[src/rtl/mem_line_server.sv]
// Critical-word-first line-fill server: fetches an 8-word line from a one-cycle-latency
// memory starting at the missed word, flags the critical word early and returns the whole line.
module mem_line_server #(
    parameter int LINE_WORDS = 8
) (
    input  logic                       CLK,
    input  logic                       RST_N,
    input  logic                       req_valid,
    output logic                       req_ready,
    input  logic [31:0]                req_addr,
    output logic                       mem_en,
    output logic [31:0]                mem_addr,
    input  logic [31:0]                mem_rdata,
    output logic                       crit_valid,
    output logic [31:0]                crit_word,
    output logic                       resp_valid,
    input  logic                       resp_ready,
    output logic [31:0]                resp_addr,
    output logic [32*LINE_WORDS-1:0]   resp_line
);

    typedef enum logic [1:0] {
        IDLE  = 2'd0,
        FETCH = 2'd1,
        LAST  = 2'd2,
        RESP  = 2'd3
    } state_t;

    state_t                    r_state;
    logic                      r_req_ready;
    logic                      r_mem_en;
    logic [31:0]               r_mem_addr;
    logic                      r_crit_valid;
    logic [31:0]               r_crit_word;
    logic                      r_resp_valid;
    logic [31:0]               r_resp_addr;
    logic [32*LINE_WORDS-1:0]  r_line;
    logic [26:0]               r_base;
    logic [2:0]                r_crit_idx;
    logic [2:0]                r_issue_cnt;
    logic                      r_cap_pend;
    logic [2:0]                r_cap_idx;
    logic                      r_cap_first;
    logic [2:0]                w_next_idx;
    logic                      w_unused_addr_lsbs;

    // Byte offset within a word never matters: fetches are word aligned.
    assign w_unused_addr_lsbs = ^req_addr[1:0];

    // Modulo-8 wrap is implicit in the 3-bit add.
    assign w_next_idx = r_crit_idx + r_issue_cnt;

    always_ff @(posedge CLK or negedge RST_N) begin
        if (!RST_N) begin
            r_state      <= IDLE;
            r_req_ready  <= 1'b1;
            r_mem_en     <= 1'b0;
            r_mem_addr   <= '0;
            r_crit_valid <= 1'b0;
            r_crit_word  <= '0;
            r_resp_valid <= 1'b0;
            r_resp_addr  <= '0;
            r_line       <= '0;
            r_base       <= '0;
            r_crit_idx   <= '0;
            r_issue_cnt  <= '0;
            r_cap_pend   <= 1'b0;
            r_cap_idx    <= '0;
            r_cap_first  <= 1'b0;
        end else begin
            r_crit_valid <= 1'b0;
            r_cap_pend   <= 1'b0;

            // Read data arrives one cycle after the strobe; the pending tag trails each issue.
            if (r_cap_pend) begin
                r_line[{r_cap_idx, 5'b0} +: 32] <= mem_rdata;
                if (r_cap_first) begin
                    r_crit_valid <= 1'b1;
                    r_crit_word  <= mem_rdata;
                end
            end

            case (r_state)
                IDLE: begin
                    if (req_valid) begin
                        r_state     <= FETCH;
                        r_req_ready <= 1'b0;
                        r_base      <= req_addr[31:5];
                        r_crit_idx  <= req_addr[4:2];
                        r_issue_cnt <= 3'd1;
                        r_mem_en    <= 1'b1;
                        r_mem_addr  <= {req_addr[31:2], 2'b00};
                    end
                end
                FETCH: begin
                    r_cap_pend  <= 1'b1;
                    r_cap_idx   <= r_mem_addr[4:2];
                    r_cap_first <= (r_mem_addr[4:2] == r_crit_idx);
                    // Counter wraps to zero once all eight words have been issued.
                    if (r_issue_cnt == 3'd0) begin
                        r_state    <= LAST;
                        r_mem_en   <= 1'b0;
                        r_mem_addr <= '0;
                    end else begin
                        r_mem_addr  <= {r_base, w_next_idx, 2'b00};
                        r_issue_cnt <= r_issue_cnt + 3'd1;
                    end
                end
                LAST: begin
                    r_state      <= RESP;
                    r_resp_valid <= 1'b1;
                    r_resp_addr  <= {r_base, 5'b0};
                end
                RESP: begin
                    if (resp_ready) begin
                        r_state      <= IDLE;
                        r_resp_valid <= 1'b0;
                        r_req_ready  <= 1'b1;
                    end
                end
                default: begin
                    r_state <= IDLE;
                end
            endcase
        end
    end

    assign req_ready  = r_req_ready;
    assign mem_en     = r_mem_en;
    assign mem_addr   = r_mem_addr;
    assign crit_valid = r_crit_valid;
    assign crit_word  = r_crit_word;
    assign resp_valid = r_resp_valid;
    assign resp_addr  = r_resp_addr;
    assign resp_line  = r_line;

endmodule
[config.mk]
export PLATFORM = sky130hd
export DESIGN_NAME = mem_line_server
export DESIGN_NICKNAME = d
export VERILOG_FILES = /design/src/rtl/mem_line_server.sv
export SDC_FILE = /design/constraint.sdc
export NUM_CORES = 1
export LEC_CHECK = 0
export CORE_UTILIZATION = 30
export DETAILED_ROUTE_END_ITERATION = 10
export GPL_ROUTABILITY_DRIVEN = 0
export SYNTH_ARGS = -nofsm -noshare
export SYNTH_HDL_FRONTEND = slang
export SYNTH_SLANG_ARGS = --single-unit
[constraint.sdc]
create_clock -name CLK -period 3.3 [get_ports CLK]
set_clock_uncertainty 0.1 [all_clocks]
set_input_delay 0.495 -clock CLK [delete_from_list [all_inputs] [get_ports CLK]]
set_output_delay 0.495 -clock CLK [all_outputs]
set_load 0.005 [all_outputs]
==> results of run 1 <==
[what timing repair did]
action / in CTS / in global routing
hold buffers: 1 / 0
buffers inserted: 0 / 0
endpoints found under the hold margin: 64 / 0
[layout make-up]
class / count / share of cell area
clock buffer: 62 / 0.0557
inverter: 61 / 0.0104
antenna: 2 / 0.000227
timing repair buffer: 457 / 0.208
tap: 680 / 0.0386
multi-input combinational: 607 / 0.241
clock inverter: 13 / 0.00471
sequential: 389 / 0.442
[state kept, by name, indices dropped and copies added (netlist names)]
| name | flops |
|---|---|
| r_base | 27 |
| crit_word | 32 |
| mem_en | 1 |
| r_cap_idx | 3 |
| resp_line | 256 |
| r_cap_first | 1 |
| req_ready | 1 |
| resp_valid | 1 |
| r_state | 2 |
| crit_valid | 1 |
| r_issue_cnt | 3 |
| r_crit_idx | 3 |
| mem_addr | 30 |
| resp_addr | 27 |
| r_cap_pend | 1 |
[through the flow]
stage | setup slack (ns) | hold slack, ns | utilization | area, sq um | instances
3_3_place_gp | 0.381 | 0.372 | 0.403 | 20700 | 2193
6_report | 0.347 | 0.387 | 0.429 | 22000 | 2271
3_5_place_dp | 0.299 | 0.379 | 0.403 | 20700 | 2193
2_1_floorplan | 0.866 | 0.0994 | - | 15600 | 1143
4_1_cts | 0.230 | 0.392 | 0.429 | 22000 | 2269
5_1_grt | 0.0936 | 0.409 | 0.429 | 22000 | 2269
[worst max-delay path, stage by stage (launching register included)]
cell,delay [ns]
dfrtp_1,0.50
inv_1,0.11
ha_1,0.23
ha_2,0.30
nor2_2,0.69
nand4_1,0.23
buf_4,0.31
mux2_1,0.35
[worst paths after layout]
| kind | cells past startpoint | from | slack, ns | end |
|---|---|---|---|---|
| setup reg to reg | 7 | r_cap_idx[1]$_DFFE_PN0N_ | 0.35 | resp_line[29]$_DFFE_PN0P_ |
| max in group asynchronous | 3 | RST_N | 1.75 | resp_line[105]$_DFFE_PN0P_ |
| min in group asynchronous | 2 | RST_N | 0.44 | resp_valid$_DFFE_PN0P_ |
| hold / removal | 1 | resp_line[86]$_DFFE_PN0P_ | 0.39 | resp_line[86]$_DFFE_PN0P_ |
| hold reg to reg | 1 | resp_line[86]$_DFFE_PN0P_ | 0.39 | resp_line[86]$_DFFE_PN0P_ |
| setup / recovery | 7 | r_cap_idx[1]$_DFFE_PN0N_ | 0.35 | resp_line[29]$_DFFE_PN0P_ |
[synthesized netlist by cell type, drive strengths merged (2+ instances only)]
cell type | count | share of area
nor4bb | 2 | 0.0013
xor2 | 4 | 0.0022
dfrtp | 388 | 0.62
and2 | 5 | 0.0020
nor2b | 7 | 0.0028
mux2 | 296 | 0.21
nand2 | 31 | 0.0075
mux2i | 24 | 0.015
nand4 | 44 | 0.018
o2111ai | 2 | 0.0019
nand2b | 2 | 0.00080
a21oi | 5 | 0.0016
nand3 | 66 | 0.021
o211ai | 3 | 0.0014
clkbuf | 35 | 0.0084
nor2 | 6 | 0.0016
and3b | 2 | 0.0011
ha | 11 | 0.0088
inv | 61 | 0.015
nor3b | 3 | 0.0018
o21ai | 66 | 0.021
nand4b | 10 | 0.0056
buf | 51 | 0.017
[metal layers]
metal / GRT usage / vias up / part of all wire
met5: 0 / - / 0
met4: 0.0519 / 0 / 0.026
met3: 0.0500 / 73 / 0.068
met2: 0.277 / 336 / 0.47
met1: 0.232 / 5482 / 0.43
li1: - / 4829 / -
[power breakdown]
part	internal (mW)	switching (mW)
registers	6.99	1.24
logic	5.45	3.52
clock network	2.66	1.95
total	15.1	6.71
[cells by family (layout without fill, tap and decap cells)]
group | after synthesis | count (layout) | share of synthesized area
buffers and inverters | 147 | 593 | 0.0405
flip-flops | 389 | 389 | 0.624
other | 1 | 9 | 0.000240
XOR/XNOR | 5 | 5 | 0.00281
multiplexers | 320 | 320 | 0.229
adder cells (fa/ha/maj) | 12 | 12 | 0.0101
AND/OR/NAND/NOR | 182 | 182 | 0.0648
AO/OA/AOI/OAI | 81 | 81 | 0.0289
==> key figures, run 1 <==
Status
  – Run status: finished, final reports clean

Cells and area
  – Commonest non-fill, non-tap cell in the layout: clkdlybuf4s50_1
  – P&R area growth vs syn: 41.2%
  – FILL cells: 4,842
  – Share of layout cells above drive strength 1: 0.255
  – Most frequent cells in the layout: clkdlybuf4s50_1, dfrtp_1, mux2_2
  – Register area: 0.00974 sq mm
  – Nets: 1,639
  – Multi-input gate area in the final layout: 0.00531 sq mm

Clock tree
  – Cts repair resizes: 0
  – Root Buffer: clkbuf_16
  – H-tree depth: 2
  – CTS tree: built
  – Clk slew on worst S/H paths: 0.06 ns
  – TritonCTS sink count: 389
  – Clk_lat worst skew: 0.57 ns
  – CTS max path bufs: 3
  – TritonCTS buffer count: 43

Place
  – Buffers on Ports: 414
  – Post-DP HPWL: 31,300 um

Global route
  – Vias in the first global route: 10,900
  – Grt total ovfl: 0
  – Initial antenna violation count: 0
  – Largest net degree at the start of global routing: 79
  – GRT Total Usage: 0.175
  – First-pass GRT wire length: 70,900 um

Power and ir drop
  – Static leakage: 9.60 nW
  – Worst vdd ir: 0.465 mV
  – PD cells: 990 mW/mm^2
  – Total Power: 21.8 mW

Hold path
  – Worst Hold Class: reg -> reg

Route
  – DRC Markers: 0
  – Routed length per placed instance: 20.6 um
  – Antenna-violating nets left: 0
  – Final wirelength: 46,800 um
  – Via Count: 10,700
  – DR pass1 iterations: 7
  – 1st-iter DRT viols: 515
  – Via-to-Cell Ratio: 4.72

Yosys
  – Syn Std Cell Area: 0.0156 sq mm
  – Distinct cells, synth: 42
  – Post-synthesis instance total: 1,137
  – Most used DFF post-synth: dfrtp_1
  – Mean post-synth cell area: 13.7 sq um
  – Synthesized flop and latch total: 389
  – Sequential-to-total area share from yosys stat: 0.624
  – YS warnings: 0
  – Ys async rst share: 1.00
  – EDFF count, synth: 0

Floorplanning
  – Chip width: 230 um
  – Initial core utilization: 0.304
  – Row count: 83
  – IO Pins: 424
  – DIE AREA: 0.0529 sq mm
  – Core Area: 0.0514 sq mm
  – Die Span Y: 230 um

STA
  – Period utilisation layout: 0.895
  – RSZ-0062 raised after global routing: false
  – Rel. slew slack: 0.397
  – Final Hold Vio Count: 0
  – Max Freq: 0.339 GHz
  – Setup TNS: 0 ns
  – Tightest Pin Transition: 0.904 ns
  – Pins Over Slew Limit: 0
  – # setup viols final: 0
  – Tmin final: 2.95 ns

Setup path
  – Setup CP Type: reg -> reg
  – Critical path startpoint category: flip-flop
  – Critical Path AT: 3.29 ns
  – Worst Path Max Fanout: 20
  – Crit end category: flip-flop
  – Crit path required time: 3.64 ns

Run
  – Max_cap viols: 0
No activity file was read; power rests on OpenSTA's default activity.
==> run 2, diff against run 1 <==
MAX_ROUTING_LAYER = met4   (was default)
TNS_END_PERCENT = 1   (was default)
==> key figures, run 2 (synthesis gave the netlist of run 1 again) <==
Cells and area
  – Commonest non-fill, non-tap cell in the layout: clkdlybuf4s50_1
  – Nets: 1,639 (unchanged)
  – Finished Layout Cells: 2,271 (unchanged)
  – Most frequent cells in the layout: clkdlybuf4s50_1, dfrtp_1, mux2_2
  – P&R area growth vs syn: 41.2% (unchanged)
  – Max reg flops: 256 (unchanged)
  – FILL cells: 4,842 (unchanged)
  – Share of layout cells above drive strength 1: 0.255 (unchanged)

Place
  – Post-DP HPWL: 31,300 um (unchanged)
  – Buffers on Ports: 414 (unchanged)
  – Placed insts: 2,193 (unchanged)

Route
  – Via Count: 10,700 (-0.28%)
  – Routed length per placed instance: 20.6 um (-0.14%)
  – 1st-iter DRT viols: 552 (+7.2%)
  – Final wirelength: 46,700 um (-0.14%)
  – DR pass1 iterations: 5 (-2)
  – Antenna-violating nets left: 0 (unchanged)
  – Via-to-Cell Ratio: 4.71 (-0.28%)
  – DRC Markers: 0 (unchanged)

Floorplanning
  – Chip width: 230 um (unchanged)
  – Core Area: 0.0514 sq mm (unchanged)
  – Initial core utilization: 0.304 (unchanged)
  – Die Span Y: 230 um (unchanged)
  – DIE AREA: 0.0529 sq mm (unchanged)
  – IO Pins: 424 (unchanged)
  – Row count: 83 (unchanged)

Global route
  – Most Crowded Layer GR: met2
  – First-pass GRT wire length: 70,700 um (-0.17%)
  – Grt total ovfl: 0 (unchanged)
  – Met3 Usage GRT: 0.0497 (-0.000248)
  – GRT Total Usage: 0.181 (+0.00532)
  – Largest net degree at the start of global routing: 79 (unchanged)
  – Met1 global-route usage: 0.233 (+0.000559)
  – Initial antenna violation count: 0 (unchanged)
  – Vias in the first global route: 11,000 (+0.20%)
  – M2 GR Usage: 0.277 (-0.000377)

Setup path
  – Crit path required time: 3.64 ns (about the same)
  – Worst Path Max Fanout: 20 (unchanged)
  – Critical Path AT: 3.31 ns (+0.02 ns)
  – RR Startpoint: r_cap_idx[1]$_DFFE_PN0N_
  – Critical path startpoint category: flip-flop
  – Crit path from: r_cap_idx[1]$_DFFE_PN0N_
  – Crit-path slowest cell: nor2_2
  – Slowest cell delay on critical path: 0.71 ns (+0.02 ns)
  – Crit-path cells: inv_1 > ha_1 > ha_2 > nor2_2 > nand4_1 > buf_4 > mux2_1
  – Reg2Reg Depth: 7 (unchanged)
  – Setup CP Type: reg -> reg
  – Crit end category: flip-flop

Hold path
  – Worst Hold Class: reg -> reg
  – Hold Crit Depth: 1 (unchanged)
  – Hold Startpoint: resp_line[86]$_DFFE_PN0P_

Clock tree
  – CTS tree: built
  – TritonCTS sink count: 389 (unchanged)
  – Clk_lat worst skew: 0.57 ns (about the same)
  – Clk slew on worst S/H paths: 0.06 ns (about the same)
  – Cts repair resizes: 0 (unchanged)
  – CTS max path bufs: 3 (unchanged)
  – Postcts setup bufs: 0 (unchanged)
  – TritonCTS buffer count: 43 (unchanged)
  – H-tree depth: 2 (unchanged)
  – Root Buffer: clkbuf_16
  – # hold bufs at CTS: 1 (unchanged)

Power and ir drop
  – PD cells: 990 mW/mm^2 (about the same)
  – Static leakage: 9.60 nW (unchanged)
  – Worst vdd ir: 0.464 mV (-0.24%)

STA
  – Period utilisation layout: 0.899 (+0.00453)
  – Tightest Pin Transition: 0.926 ns (+0.0223 ns)
  – Final Hold Vio Count: 0 (unchanged)
  – RSZ-0062 raised after global routing: false
  – Pins Over Slew Limit: 0 (unchanged)
  – # setup viols final: 0 (unchanged)
  – Setup TNS: 0 ns (unchanged)
  – Tmin final: 2.97 ns (+0.0150 ns)
  – Max Freq: 0.337 GHz (-0.50%)
  – Rel. slew slack: 0.382 (-0.0149)

Status
  – Run status: finished, final reports clean

Run
  – Max_cap viols: 0 (unchanged)
run 2: final timing paths:
check | slack, ns | endpoint
setup / recovery | 0.33 | resp_line[29]$_DFFE_PN0P_
hold / removal | 0.39 | resp_line[86]$_DFFE_PN0P_
setup reg to reg | 0.33 | resp_line[29]$_DFFE_PN0P_
hold reg to reg | 0.39 | resp_line[86]$_DFFE_PN0P_
max in group asynchronous | 1.75 | resp_line[105]$_DFFE_PN0P_
min in group asynchronous | 0.44 | crit_word[30]$_DFFE_PN0P_
run 2: final cells by class:
class | count | area, sq um | area share
Multi-Input combinational cell | 607 | 5310 | 0.241
Clock buffer | 62 | 1230 | 0.0557
Clock inverter | 13 | 104 | 0.00471
Tap cell | 680 | 851 | 0.0386
Inverter | 61 | 229 | 0.0104
Sequential cell | 389 | 9740 | 0.442
Timing Repair Buffer | 457 | 4570 | 0.208
Antenna cell | 2 | 5.00 | 0.000227
run 2: where the power goes:
group	internal, mW	leakage (nW)	switching (mW)
clock network	2.66	0.660	1.95
logic	5.45	4.18	3.52
registers	6.99	4.76	1.24
run 2: metrics by stage:
stage                      util  hold slack [ns]  cell area, sq um  worst slack, ns  power, mW
after floorplan               -           0.0994             15600            0.866       11.7
after global placement    0.403            0.372             20700            0.381       17.2
after detailed placement  0.403            0.379             20700            0.299       17.4
after CTS                 0.429            0.392             22000            0.230       22.2
after global routing      0.429            0.409             22000           0.0938       23.2
final                     0.429            0.387             22000            0.332       21.8
run 2: layer usage:
| metal | share of wire | vias to the layer above | routed length [um] |
|---|---|---|---|
| met5 | 0 | - | 0 |
| met4 | 0.026 | 0 | 1200 |
| met3 | 0.066 | 71 | 3070 |
| met2 | 0.47 | 317 | 22100 |
| met1 | 0.44 | 5475 | 20300 |
| li1 | - | 4827 | - |
run 2: worst max-delay path: cells and delay by family (launching register included):
family        cells  cell delay (ns)
flops             1             0.50
fa+ha+maj         2             0.53
simple gates      2             0.94
buf+inv           2             0.43
mux               1             0.35
==> run 3, diff against run 2 <==
MAX_ROUTING_LAYER = default   (was met4)
PLACE_DENSITY = 0.66   (was default)
==> key figures, run 3 (synthesis gave the netlist of run 1 again) <==
STA
  – Setup ws final: 0.557 ns (+0.225 ns)
  – Setup TNS: 0 ns (unchanged)
  – Final Hold Vio Count: 0 (unchanged)
  – Rel. slew slack: 0.430 (+0.0480)
  – # setup viols final: 0 (unchanged)
  – Tmin final: 2.74 ns (-0.225 ns)
  – RSZ-0062 raised after global routing: false
  – Pins Over Slew Limit: 0 (unchanged)
  – Period utilisation layout: 0.831 (-0.0683)
  – Max Freq: 0.365 GHz (+8.2%)
  – Tightest Pin Transition: 0.855 ns (-0.0710 ns)

Setup path
  – Setup CP Type: reg -> reg
  – Worst Path Max Fanout: 20 (unchanged)
  – Crit end category: flip-flop
  – Worst path top cell family by delay: buffers and inverters
  – Crit-path most repeated cell: buf_4
  – Slowest cell delay on critical path: 0.48 ns (-0.23 ns)
  – CP bufs+invs: 3 (+1)
  – Critical Path AT: 3.07 ns (-0.24 ns)
  – Crit path from: r_cap_idx[1]$_DFFE_PN0N_
  – Crit-path slowest cell: dfrtp_1
  – RR Startpoint: r_cap_idx[1]$_DFFE_PN0N_
  – Crit-path cells: inv_1 > ha_1 > ha_2 > buf_4 > nor2_2 > nand4_1 > buf_4 > mux2_1
  – Crit path required time: 3.63 ns (about the same)
  – Critical path startpoint category: flip-flop

Route
  – DRC Markers: 0 (unchanged)
  – Final wirelength: 46,500 um (-0.58%)
  – Routed length per placed instance: 20.4 um (-0.80%)
  – Via Count: 10,800 (+0.59%)
  – Via-to-Cell Ratio: 4.72 (+0.37%)
  – 1st-iter DRT viols: 562 (+1.8%)
  – DR pass1 iterations: 5 (unchanged)
  – Antenna-violating nets left: 0 (unchanged)

Floorplanning
  – Row count: 83 (unchanged)
  – DIE AREA: 0.0529 sq mm (unchanged)
  – IO Pins: 424 (unchanged)
  – Die Span Y: 230 um (unchanged)
  – Initial core utilization: 0.304 (unchanged)
  – Core Area: 0.0514 sq mm (unchanged)
  – Chip width: 230 um (unchanged)

Power and ir drop
  – Comb power frac: 0.407 (-0.004)
  – Static leakage: 9.68 nW (+0.77%)
  – Switch Pwr: 6.74 mW (+0.38%)
  – PD cells: 1000 mW/mm^2 (+1.1%)
  – Clock power frac: 0.222 (+0.011)
  – Sw Ratio: 0.303 (-0.00448)
  – Int Pwr: 15.5 mW (+2.5%)
  – Reg power frac: 0.371 (-0.006)
  – Worst vdd ir: 0.547 mV (+18%)

Cells and area
  – Final instance area: 0.0222 sq mm (+0.77%)
  – Max reg flops: 256 (unchanged)
  – P&R area growth vs syn: 42.3%
  – Finished Layout Cells: 2,276 (+0.22%)
  – Nets: 1,643 (+0.24%)
  – Commonest non-fill, non-tap cell in the layout: clkdlybuf4s50_1
  – Ant diodes: 0 (-2)
  – Most frequent cells in the layout: clkdlybuf4s50_1, dfrtp_1, mux2_2
  – Final core utilization: 0.432 (+0.00331)
  – Share of layout cells above drive strength 1: 0.257 (+0.00201)

Clock tree
  – Postcts setup bufs: 0 (unchanged)
  – # hold bufs at CTS: 1 (unchanged)
  – Root Buffer: clkbuf_16
  – TritonCTS buffer count: 43 (unchanged)
  – Cts repair resizes: 0 (unchanged)
  – H-tree depth: 2 (unchanged)
  – TritonCTS sink count: 389 (unchanged)
  – Clk slew on worst S/H paths: 0.06 ns (about the same)
  – CTS tree: built
  – Clk_lat worst skew: 0.57 ns (about the same)
  – CTS max path bufs: 3 (unchanged)

Global route
  – Vias in the first global route: 11,300 (+3.2%)
  – Initial antenna violation count: 0 (unchanged)
  – First-pass GRT wire length: 71,200 um (+0.62%)
  – Largest net degree at the start of global routing: 82 (+3.8%)
  – GRT Total Usage: 0.175 (-0.00567)
  – Grt total ovfl: 0 (unchanged)

Run
  – Max_cap viols: 0 (unchanged)

Place
  – Placed Instance Area: 0.0207 sq mm (+0.27%)
  – Placed insts: 2,197 (+0.18%)
  – Dpl ws: 0.524 ns (+0.224 ns)
  – Post-DP HPWL: 31,500 um (+0.76%)
  – Buffers on Ports: 414 (unchanged)

Status
  – Run status: finished, final reports clean

Hold path
  – Worst Hold Class: reg -> reg
  – Hold Startpoint: resp_line[92]$_DFFE_PN0P_
==> run 3: final timing paths <==
| check | to | slack (ns) | cells past startpoint |
|---|---|---|---|
| hold reg to reg | resp_line[92]$_DFFE_PN0P_ | 0.39 | 1 |
| min in group asynchronous | resp_line[95]$_DFFE_PN0P_ | 0.42 | 2 |
| hold / removal | resp_line[92]$_DFFE_PN0P_ | 0.39 | 1 |
| setup / recovery | resp_line[29]$_DFFE_PN0P_ | 0.56 | 8 |
| max in group asynchronous | resp_line[197]$_DFFE_PN0P_ | 1.78 | 4 |
| setup reg to reg | resp_line[29]$_DFFE_PN0P_ | 0.56 | 8 |
==> run 3: worst reg2reg max path: cells and delay by family (launching register included) <==
kind	cells	cell delay (ns)
flops	1	0.48
simple gates	2	0.55
fa+ha+maj	2	0.50
buf+inv	3	0.60
mux	1	0.37
==> run 3: layout make-up <==
class | instances | area, sq um
fillers | 4770 | 29200
clock buffers | 66 | 1270
well taps | 680 | 851
flip-flops and latches | 389 | 9740
clock inverters | 12 | 178
multi-input cells | 607 | 5310
inverters | 61 | 229
repair buffers | 461 | 4630
==> run 3: through the flow <==
step           power (mW)  hold WS (ns)
2_1_floorplan        11.7        0.0994
3_3_place_gp         17.2         0.371
3_5_place_dp         17.5         0.381
4_1_cts              22.5         0.394
5_1_grt              23.5         0.415
6_report             22.2         0.387
==> run 3: routing by layer <==
layer,global-route usage,part of all wire,wire length (um)
met3,0.0525,0.071,3290
met4,0.0457,0.022,1030
met1,0.221,0.42,19300
met5,0,0,0
met2,0.290,0.49,22800
==> run 3: power groups by stage <==
stage | clock network (mW) | logic [mW] | registers, mW
after global routing | 5.27 | 9.73 | 8.54
final | 4.93 | 9.04 | 8.25
after floorplan | 0 | 3.44 | 8.29
after detailed placement | 0 | 9.13 | 8.34
after CTS | 5.07 | 9.17 | 8.27
after global placement | 0 | 8.99 | 8.22
